`config.mk`:
```
export PLATFORM = sky130hd
export DESIGN_NAME = float_cmp_reduce
export DESIGN_NICKNAME = d
export VERILOG_FILES = /design/src/rtl/float_cmp_pkg.sv /design/src/rtl/float_cmp_core.sv /design/src/rtl/float_cmp_reduce.sv
export SDC_FILE = /design/constraint.sdc
export NUM_CORES = 1
export LEC_CHECK = 0
export ABC_CLOCK_PERIOD_IN_PS = 8800
export CORE_ASPECT_RATIO = 0.5
export CORE_MARGIN = 2
export CORE_UTILIZATION = 35
export DETAILED_ROUTE_END_ITERATION = 12
export PLACE_DENSITY_LB_ADDON = 0.1
export SETUP_SLACK_MARGIN = 0.02
export SLEW_MARGIN = 10
export SYNTH_ARGS = -nofsm -noshare
export SYNTH_HDL_FRONTEND = slang
export SYNTH_SLANG_ARGS = --single-unit
```
`constraint.sdc`:
```
create_clock -name clk -period 8.8 [get_ports clk]
set_input_delay 2.64 -clock clk [delete_from_list [all_inputs] [get_ports clk]]
set_output_delay 2.64 -clock clk [all_outputs]
set_load 0.03 [all_outputs]
```
`src/rtl/float_cmp_pkg.sv`:
```
// Shared types for the float compare/reduce unit.
// Mode encodings, reduction FSM states, qNaN constant builder.
package float_cmp_pkg;

  typedef enum logic [2:0] {
    M_GT  = 3'd0,
    M_LT  = 3'd1,
    M_GE  = 3'd2,
    M_LE  = 3'd3,
    M_EQ  = 3'd4,
    M_NE  = 3'd5,
    M_MIN = 3'd6,
    M_MAX = 3'd7
  } mode_e;

  typedef enum logic [1:0] {
    S_IDLE = 2'd0,
    S_SCAN = 2'd1,
    S_DONE = 2'd2
  } state_e;

  // Canonical qNaN: sign 0, exponent all ones, mantissa MSB set.
  // Returned right-aligned in 64 bits; callers slice to DATA_W.
  function automatic logic [63:0] qnan_f(input int dw, input int ew);
    logic [63:0] ones;
    ones = (64'd1 << (ew + 1)) - 64'd1;
    return ones << (dw - ew - 2);
  endfunction

endpackage

```
`src/rtl/float_cmp_core.sv`:
```
// Combinational classify + sign-magnitude compare of two floats.
// Ports: a, b operands; a_nan, b_nan, eq (ordered), gt (ordered).
module float_cmp_core
  import float_cmp_pkg::*;
#(
  parameter int DATA_W = 32,
  parameter int EXP_W  = 8
) (
  input  logic [DATA_W-1:0] a,
  input  logic [DATA_W-1:0] b,
  output logic              a_nan,
  output logic              b_nan,
  output logic              eq,
  output logic              gt
);

  localparam int MAN_W = DATA_W - EXP_W - 1;

  logic              sa;
  logic              sb;
  logic [DATA_W-2:0] ma;
  logic [DATA_W-2:0] mb;
  logic              zz;

  always_comb begin
    sa    = a[DATA_W-1];
    sb    = b[DATA_W-1];
    ma    = a[DATA_W-2:0];
    mb    = b[DATA_W-2:0];
    a_nan = (&a[DATA_W-2:MAN_W]) & (|a[MAN_W-1:0]);
    b_nan = (&b[DATA_W-2:MAN_W]) & (|b[MAN_W-1:0]);
    // +0 and -0 are the same value
    zz    = ~|ma & ~|mb;
    eq    = zz | (a == b);
    gt    = 1'b0;
    if (!zz) begin
      if (sa != sb)
        gt = ~sa;
      else if (sa)
        gt = ma < mb;
      else
        gt = ma > mb;
    end
  end

endmodule

```
`src/rtl/float_cmp_reduce.sv`:
```
// Float compare/min/max per element (2-stage) and arg-min/max reduction.
// Ports: clk, rst, run, running, mode, reduce, len, in0, in1 -> out0, out1, out2, done.
module float_cmp_reduce
  import float_cmp_pkg::*;
#(
  parameter int DATA_W = 32,
  parameter int EXP_W  = 8,
  parameter int CNT_W  = 16
) (
  input  logic              clk,
  input  logic              rst,
  input  logic              run,
  input  logic              running,
  input  logic [2:0]        mode,
  input  logic              reduce,
  input  logic [CNT_W-1:0]  len,
  input  logic [DATA_W-1:0] in0,
  input  logic [DATA_W-1:0] in1,
  output logic [DATA_W-1:0] out0,
  output logic [DATA_W-1:0] out1,
  output logic [CNT_W-1:0]  out2,
  output logic              done
);

  localparam logic [DATA_W-1:0] QNAN =
    DATA_W'(qnan_f(DATA_W, EXP_W));

  mode_e             mode_q;
  logic              red_q;
  logic [CNT_W-1:0]  len_q;

  mode_e             mode_in;
  logic              red_in;
  logic              adv;

  assign mode_in = mode_e'(mode);
  assign red_in  = reduce & (mode_in == M_MIN | mode_in == M_MAX);
  // the run cycle itself never consumes data
  assign adv     = running & ~run;

  // ---------------- per-element path ----------------
  logic              c_an;
  logic              c_bn;
  logic              c_eq;
  logic              c_gt;

  float_cmp_core #(
    .DATA_W(DATA_W),
    .EXP_W (EXP_W)
  ) u_pe (
    .a    (in0),
    .b    (in1),
    .a_nan(c_an),
    .b_nan(c_bn),
    .eq   (c_eq),
    .gt   (c_gt)
  );

  logic [DATA_W-1:0] s1_a;
  logic [DATA_W-1:0] s1_b;
  mode_e             s1_mode;
  logic              s1_an;
  logic              s1_bn;
  logic              s1_eq;
  logic              s1_gt;

  always_ff @(posedge clk or posedge rst) begin
    if (rst) begin
      s1_a    <= '0;
      s1_b    <= '0;
      s1_mode <= M_GT;
      s1_an   <= 1'b0;
      s1_bn   <= 1'b0;
      s1_eq   <= 1'b0;
      s1_gt   <= 1'b0;
    end else if (adv) begin
      s1_a    <= in0;
      s1_b    <= in1;
      s1_mode <= mode_q;
      s1_an   <= c_an;
      s1_bn   <= c_bn;
      s1_eq   <= c_eq;
      s1_gt   <= c_gt;
    end
  end

  logic              s1_nan;
  logic              s1_lt;
  logic [DATA_W-1:0] mm;
  logic [DATA_W-1:0] res;

  always_comb begin
    s1_nan = s1_an | s1_bn;
    s1_lt  = ~s1_gt & ~s1_eq;
    if (s1_an & s1_bn)
      mm = QNAN;
    else if (s1_an)
      mm = s1_b;
    else if (s1_bn)
      mm = s1_a;
    else if (s1_mode == M_MIN)
      mm = (s1_lt | s1_eq) ? s1_a : s1_b;
    else
      mm = (s1_gt | s1_eq) ? s1_a : s1_b;
    res = '0;
    unique case (s1_mode)
      M_GT:  res = {DATA_W{s1_gt & ~s1_nan}};
      M_LT:  res = {DATA_W{s1_lt & ~s1_nan}};
      M_GE:  res = {DATA_W{(s1_gt | s1_eq) & ~s1_nan}};
      M_LE:  res = {DATA_W{(s1_lt | s1_eq) & ~s1_nan}};
      M_EQ:  res = {DATA_W{s1_eq & ~s1_nan}};
      M_NE:  res = {DATA_W{~s1_eq | s1_nan}};
      M_MIN: res = mm;
      M_MAX: res = mm;
    endcase
  end

  always_ff @(posedge clk or posedge rst) begin
    if (rst)
      out0 <= '0;
    else if (adv && !red_q)
      out0 <= res;
  end

  // ---------------- reduction path ----------------
  logic [DATA_W-1:0] acc;
  logic [CNT_W-1:0]  idx;
  logic [CNT_W-1:0]  cnt;
  logic              r_an;
  logic              acc_nan;
  logic              r_eq;
  logic              r_gt;
  logic              beats;
  logic              win;

  float_cmp_core #(
    .DATA_W(DATA_W),
    .EXP_W (EXP_W)
  ) u_red (
    .a    (in0),
    .b    (acc),
    .a_nan(r_an),
    .b_nan(acc_nan),
    .eq   (r_eq),
    .gt   (r_gt)
  );

  // acc holds qNaN until the first number lands, so that is "empty"
  always_comb begin
    if (mode_q == M_MAX)
      beats = r_gt;
    else
      beats = ~r_gt & ~r_eq;
    win = ~r_an & (acc_nan | beats);
  end

  state_e state_q;
  state_e state_d;
  logic   take;
  logic   fin;

  always_comb begin
    state_d = state_q;
    take    = 1'b0;
    fin     = 1'b0;
    unique case (state_q)
      S_IDLE: state_d = S_IDLE;
      S_SCAN: begin
        if (running) begin
          take = 1'b1;
          if (cnt == len_q - CNT_W'(1))
            state_d = S_DONE;
        end
      end
      S_DONE: begin
        fin     = 1'b1;
        state_d = S_IDLE;
      end
      default: state_d = S_IDLE;
    endcase
    if (run) begin
      take = 1'b0;
      fin  = 1'b0;
      if (!red_in)
        state_d = S_IDLE;
      else if (len == '0)
        state_d = S_DONE;
      else
        state_d = S_SCAN;
    end
  end

  always_ff @(posedge clk or posedge rst) begin
    if (rst) begin
      state_q <= S_IDLE;
      mode_q  <= M_GT;
      red_q   <= 1'b0;
      len_q   <= '0;
      acc     <= QNAN;
      idx     <= '0;
      cnt     <= '0;
      out1    <= '0;
      out2    <= '0;
      done    <= 1'b0;
    end else begin
      state_q <= state_d;
      done    <= fin;
      if (run) begin
        mode_q <= mode_in;
        red_q  <= red_in;
        len_q  <= len;
        acc    <= QNAN;
        idx    <= '0;
        cnt    <= '0;
      end else if (take) begin
        cnt <= cnt + CNT_W'(1);
        if (win) begin
          acc <= in0;
          idx <= cnt;
        end
      end
      if (fin) begin
        out1 <= acc;
        out2 <= idx;
      end
    end
  end

endmodule

```
### Word level (Yosys, flattened, before mapping)

Index checks and enable logic that the tools add are counted.

| cells by class | value |
|---|---|
| $lt $le $gt $ge | 4 |
| add/subtract/negate cells | 2 |
| bitwise gates (word level) | 32 |
| reduce and logical (&&, ||, !) cells | 21 |
| multiplexer cells | 33 |
| eq/ne operators | 19 |

Operator list:

| cell | count |
|---|---|
| 2-to-1 mux 32 bit | 9 |
| case mux 32 bit (7 select lines) | 1 |
| OR reduction 31 bit | 3 |
| 2-to-1 mux 16 bit | 5 |
| OR reduction 23 bit | 3 |
| equality test 32 bit | 2 |
| greater-than comparator 31 bit | 2 |
| less-than comparator 31 bit | 2 |
| AND reduction 8 bit | 3 |
| equality test 3 bit, second input constant | 7 |
| adder 16 x 1 -> 16 bit, second input constant | 1 |
| AND 1 bit | 16 |
| equality test 16 bit | 1 |
| logical NOT 16 bit | 1 |
| subtractor 16 x 1 -> 16 bit, second input constant | 1 |
| 2-to-1 mux 1 bit | 12 |
| 2-to-1 mux 2 bit | 6 |
| inverter 1 bit | 8 |
| OR 1 bit | 8 |
| equality test 3 x 2 -> 1 bit, second input constant | 2 |
| != test 3 bit, second input constant | 2 |
| logical NOT 1 bit | 4 |
| AND reduction 2 bit | 2 |
| nonzero test 2 bit | 2 |
| 7 further kinds | 8 |

| word-level totals | value |
|---|---|
| flip-flop bits (word level) | 238 |
| logic and storage cells | 129 |

### Longest topological paths before layout

| depth | value |
|---|---|
| depth in word-level cells | 12 |
| gate-level depth with buffers | 13 |
| depth with buffers taken out | 11 |

### By module

A second synthesis with hierarchy kept.

| second synthesis, totals | value |
|---|---|
| cells, all modules | 1194 |
| area, all modules | 12295.5 um^2 |

By module, submodules not included:

| module | cells each | area each (um^2) | seq. area each (um^2) | times used |
|---|---|---|---|---|
| float_cmp_reduce | 890 | 10188.5 | 5967.0 | 1 |
| float_cmp_core | 152 | 1053.5 | 0.0 | 2 |

### Worst setup path after synthesis

OpenSTA, ideal clock, no wires.

| path | value |
|---|---|
| path kind | input port to flip-flop |
| start | input port in0[2] |
| end | register acc[0] |
| setup slack | 3894 ps |
| stages on the path | 12 |
| buffers on the path | 2 |
| data arrival time | 4774 ps |
| cell sequence | ha_1 -> a21oi_1 -> a21oi_1 -> o31a_1 -> o41ai_4 -> and2_1 -> o221ai_1 -> a31o_2 -> buf_6 -> buf_12 -> mux2i_1 -> nor2_1 |

| on the way | value |
|---|---|
| word-level cells in the longest chain between the ends | 11 |

Ends and longest elaborated chain:

| element | line | RTL |
|---|---|---|
| start, declared | float_cmp_reduce.sv:17 | `input logic [DATA_W-1:0] in0,` |
| greater-than comparator 31 bit, or another cell as far along | float_cmp_core.sv:42 | `gt = ma > mb;` |
| 2-to-1 mux 1 bit / logical NOT 1 bit (equally long branches) | float_cmp_core.sv:39, float_cmp_core.sv:33 |  |
| 2-to-1 mux 1 bit / AND 1 bit (equally long branches) | float_cmp_core.sv:37, float_cmp_core.sv:33 |  |
| 2-to-1 mux 1 bit / OR 1 bit (equally long branches) | float_cmp_core.sv:36, float_cmp_core.sv:34 |  |
| inverter 1 bit | float_cmp_reduce.sv:153 | `beats = ~r_gt & ~r_eq;` |
| AND 1 bit | float_cmp_reduce.sv:153 |  |
| 2-to-1 mux 1 bit | float_cmp_reduce.sv:150 | `if (mode_q == M_MAX)` |
| OR 1 bit | float_cmp_reduce.sv:154 | `win = ~r_an & (acc_nan \| beats);` |
| AND 1 bit (*) | float_cmp_reduce.sv:154 |  |
| nonzero test 2 bit (no source line) (*) | - |  |
| AND reduction 2 bit (no source line) (*) | - |  |
| end signal, assigned | float_cmp_reduce.sv:218 | `acc <= in0;` |
| end, declared | float_cmp_reduce.sv:126 | `logic [DATA_W-1:0] acc;` |

Mark *: on every way between the ends. The rest lies on a longest branch, timed or not.
A chain may end at the register's enable or synchronous reset.

### Worst setup path in the final report

| path | value |
|---|---|
| start | input port in0[13] |
| end | register idx[0] |

| on the way | value |
|---|---|
| word-level cells in the longest chain between the ends | 11 |

Ends and longest elaborated chain:

| element | line | RTL |
|---|---|---|
| greater-than comparator 31 bit, or another cell as far along | float_cmp_core.sv:42 |  |
| 2-to-1 mux 1 bit / logical NOT 1 bit (equally long branches) | float_cmp_core.sv:39, float_cmp_core.sv:33 |  |
| 2-to-1 mux 1 bit / AND 1 bit (equally long branches) | float_cmp_core.sv:37, float_cmp_core.sv:33 |  |
| 2-to-1 mux 1 bit / OR 1 bit (equally long branches) | float_cmp_core.sv:36, float_cmp_core.sv:34 |  |
| inverter 1 bit | float_cmp_reduce.sv:153 |  |
| AND 1 bit | float_cmp_reduce.sv:153 |  |
| 2-to-1 mux 1 bit | float_cmp_reduce.sv:150 |  |
| OR 1 bit | float_cmp_reduce.sv:154 |  |
| AND 1 bit (*) | float_cmp_reduce.sv:154 |  |
| nonzero test 2 bit (no source line) (*) | - |  |
| AND reduction 2 bit (no source line) (*) | - |  |
| end signal, assigned | float_cmp_reduce.sv:219 | `idx <= cnt;` |
| end, declared | float_cmp_reduce.sv:127 | `logic [CNT_W-1:0] idx;` |

Marked as above.

==> flow_summary.ini <==
[cts]
clock_insertion_delay_worst_skew_ns = 0.53
cts-root-buf = clkbuf_16
cts-hold-fix-buffers = 0
cts_tree = done
postCtsSetupRepairBufs = 0
cts-resized-gates = 0
h-tree-depth = 1
ctsLongestPathBuffers = 3
cts_buffers = 24
cts.sink_count = 238
clk_pin_slew_ns = 0.07

[cells_and_area]
mostFrequentLayoutCell = dfrtp_1
finish.cell_count_without_fillers = 1773
layout-area-overhead-vs-synth_pct = 24.3
antenna-diode-count = 0
final_core_util = 0.447
multi_input_area_mm2 = 0.00550
regArea_mm2 = 0.00597
drive_gt1_frac = 0.0998
most_frequent_cells_in_the_layout = dfrtp_1 (229), clkdlybuf4s50_1 (167), nand2_1 (153)
num-nets-final = 1467
num-fill-cells = 3211
finalInstanceArea_mm2 = 0.0149

[power_and_ir_drop]
leakage_component_of_the_power_nw = 7.10
ir_worst_vdd_mv = 0.166
power.density_cell_area_mw_per_mm2 = 195

[routing]
routed_via_density = 5.12
drt_pre_antenna_iters = 5
remaining_drc_errors = 0
detail_route.wl_per_cell_um = 19.2
drt_iter0_drc = 502
via_count = 9083
routed_wirelength_um = 34000
ant_nets = 0

[yosys]
netlist_top_cells_area = dfrtp_1 (48%), ha_1 (6.7%), mux2i_1 (6.1%)
synthesis.instances = 1163
post_synth_fa_ha_maj_area_fraction = 0.0668
post_synth_instance_area_mm2 = 0.0120
synth_enable_flop_cells = 0
synth-seq-cells = 238
synth_mux_area_frac = 0.120
synthXorXnorAreaFrac = 0.0292
ys.warnings.count = 0
dominant_combinational_cell_family_by_area_after_synthesis = simple AND/OR/NAND/NOR gates
synth_compound_area_frac = 0.103
mappedNetlistNets = 1315
syn_avg_cell_area_um2 = 10.3
post-synth-top-area-fraction = 0.478
ys_dominant_reg_cell = dfrtp_1
synthSimpleGateAreaFrac = 0.137
synth.lib_cells_used.distinct = 58
netlist.top_cell.by_area = dfrtp_1
yosysSeqAreaShare = 0.497
synthArstFlopShare = 1.00

[critical_path]
reg2reg_from = acc[30]
critical_path.top_delay_family = compound AO/OA/AOI/OAI gates
worst_r2r_endpoint = idx[0]
timing.setup.critical_path_class = input port to register
critical_path.max_fanout = 23
reg2reg_depth = 11
critPathCaptureType = register
r2r_setup_slack_ns = 4.99
critPathSlowestCell = a31o_2
timing.critical_path.from_type = input port
worst_ep_arrival_time_ns = 6.38
crit_path_max_incr_delay_ns = 0.70
cp_data_required_time_ns = 9.17
crit_chain = clkdlybuf4s50_1 -> ha_1 -> nand4_1 -> nor3_1 -> o31a_1 -> o41ai_4 -> and4b_1 -> o31ai_1 -> a31o_2 -> buf_4 -> mux2i_1 -> nor2_1
cp.buffers_inverters = 2

[placement]
placed_cells_incl_taps = 1730
dpl-instance-area_mm2 = 0.0141
placement.io_buffers = 168
hpwlAfterDp_um = 24700
gp_congestion = 0.840

[worst_hold_path]
holdPathEnd = s1_b[31]
min_path_cells = 2
worstHoldPathType = register to register
timing.hold.worst.start = s1_b[31]

[timing]
final-max-slew-violation-count = 0
timing.final.hold_violations = 0
fmaxAchievable_mhz = 166
fin_setup_tns_ns = 0
setup_viol_count_final = 0
final.min_clock_period_ns = 6.01
period_share = 0.683
worstMarginPinSlew_ns = 1.10
grt_setup_unrepaired = no
slew_headroom = 0.269
clock_skew_ns = 0.0183

[floorplan]
die_w_um = 266
core_area_mm2 = 0.0334
num_rows = 47
floorplan.die_area_mm2 = 0.0359
floorplan.die.height_um = 135
start_util = 0.359
io-pin-count = 169

[global_routing]
grt_antenna_before_repair = 0
vias_in_the_first_global_route = 9214
grt.total_usage = 0.193
grt_start_max_net_pins = 156
global_route_wire_length_before_repair_um = 53900
grt-ovfl-total = 0

[outcome]
outcome = completed

[job]
drv.max_cap_violation_count = 0
==> Yosys cell counts (all sizes together) (2+ instances only) <==
| cell type | instances |
|---|---|
| o41ai | 2 |
| o221ai | 2 |
| or4 | 2 |
| a31oi | 3 |
| nand3 | 19 |
| nand3b | 2 |
| xnor2 | 17 |
| nor3 | 13 |
| ha | 64 |
| inv | 81 |
| o22a | 9 |
| dfstp | 9 |
| nor2b | 7 |
| a221oi | 3 |
| nand4 | 27 |
| buf | 13 |
| nor2 | 87 |
| and4 | 4 |
| nand2 | 153 |
| xor2 | 23 |
| mux2i | 73 |
| and3 | 4 |
| clkbuf | 38 |
| o22ai | 2 |
| mux2 | 63 |
| nand2b | 3 |
| dfrtp | 229 |
| a211o | 9 |
| a211oi | 3 |
| a21o | 11 |
| a21boi | 3 |
| o21ai | 81 |
| and2 | 3 |
| a21oi | 28 |
| nor4 | 31 |
| o21a | 28 |
==> through the flow <==
| step | hold slack (ns) | total power, mW | setup slack (ns) |
|---|---|---|---|
| floorplan | 0.445 | 1.60 | 3.05 |
| global placement | 0.458 | 1.83 | 2.22 |
| detailed placement | 0.463 | 1.85 | 2.26 |
| CTS | 0.479 | 2.95 | 2.80 |
| global route | 0.504 | 3.05 | 2.60 |
| finish | 0.472 | 2.91 | 2.79 |
==> sequential cells by signal, indices dropped and copies added, names as in the netlist <==
| name | flops |
|---|---|
| acc | 32 |
| cnt | 16 |
| done | 1 |
| idx | 16 |
| len_q | 16 |
| mode_q | 3 |
| out0 | 32 |
| out1 | 32 |
| out2 | 16 |
| red_q | 1 |
| s1_a | 32 |
| s1_an | 1 |
| s1_b | 32 |
| s1_bn | 1 |
| s1_eq | 1 |
| s1_gt | 1 |
| s1_mode | 3 |
| state_q | 2 |
==> worst max-delay path by stage <==
| stage | startpoint | endpoint | slack (ns) | depth (start not counted) |
|---|---|---|---|---|
| 3_3_place_gp | in0[13] | idx[2] | 2.22 | 12 |
| 4_1_cts | in0[11] | idx[0] | 2.80 | 12 |
| 2_1_floorplan | rst | acc[0] | 3.05 | 1 |
| 6_report | in0[13] | idx[0] | 2.79 | 12 |
| 5_1_grt | in0[14] | acc[20] | 2.60 | 12 |
| 3_5_place_dp | in0[11] | acc[16] | 2.26 | 12 |
==> logic make-up (layout without fill, tap and decap cells) <==
| logic type | count (synthesis) | after routing |
|---|---|---|
| buf+inv | 132 | 301 |
| flops | 238 | 238 |
| fa+ha+maj | 64 | 64 |
| mux | 136 | 136 |
| simple gates | 360 | 360 |
| compound gates | 193 | 193 |
| xor+xnor | 40 | 40 |
==> tightest hold or removal path: cells and delay by family, from the launching register on <==
family           cells  cell delay (ns)
DFF                  1             0.34
and+or+nand+nor      2             0.10
==> report_power, final <==
part | internal [mW] | total (mW) | switching (mW)
combinational | 0.242 | 0.560 | 0.317
sequential | 1.19 | 1.26 | 0.0685
clock | 0.644 | 1.09 | 0.444
total | 2.08 | 2.91 | 0.830
==> area by class of cell <==
| class | instances | share of cell area |
|---|---|---|
| clock buffer | 36 | 0.0501 |
| clock inverter | 7 | 0.00596 |
| inverter | 81 | 0.0206 |
| multi-input combinational | 793 | 0.369 |
| sequential | 238 | 0.400 |
| tap | 441 | 0.0370 |
| timing repair buffer | 177 | 0.118 |
==> metal layers <==
| layer | share of wire | wire [um] | track usage | vias up |
|---|---|---|---|---|
| li1 | - | - | - | 4358 |
| met1 | 0.50 | 16800 | 0.285 | 4495 |
| met2 | 0.44 | 15000 | 0.296 | 190 |
| met3 | 0.049 | 1650 | 0.0367 | 40 |
| met4 | 0.016 | 529 | 0.0337 | 0 |
| met5 | 0 | 0 | 0 | - |
(Power assumes the default switching activity.)
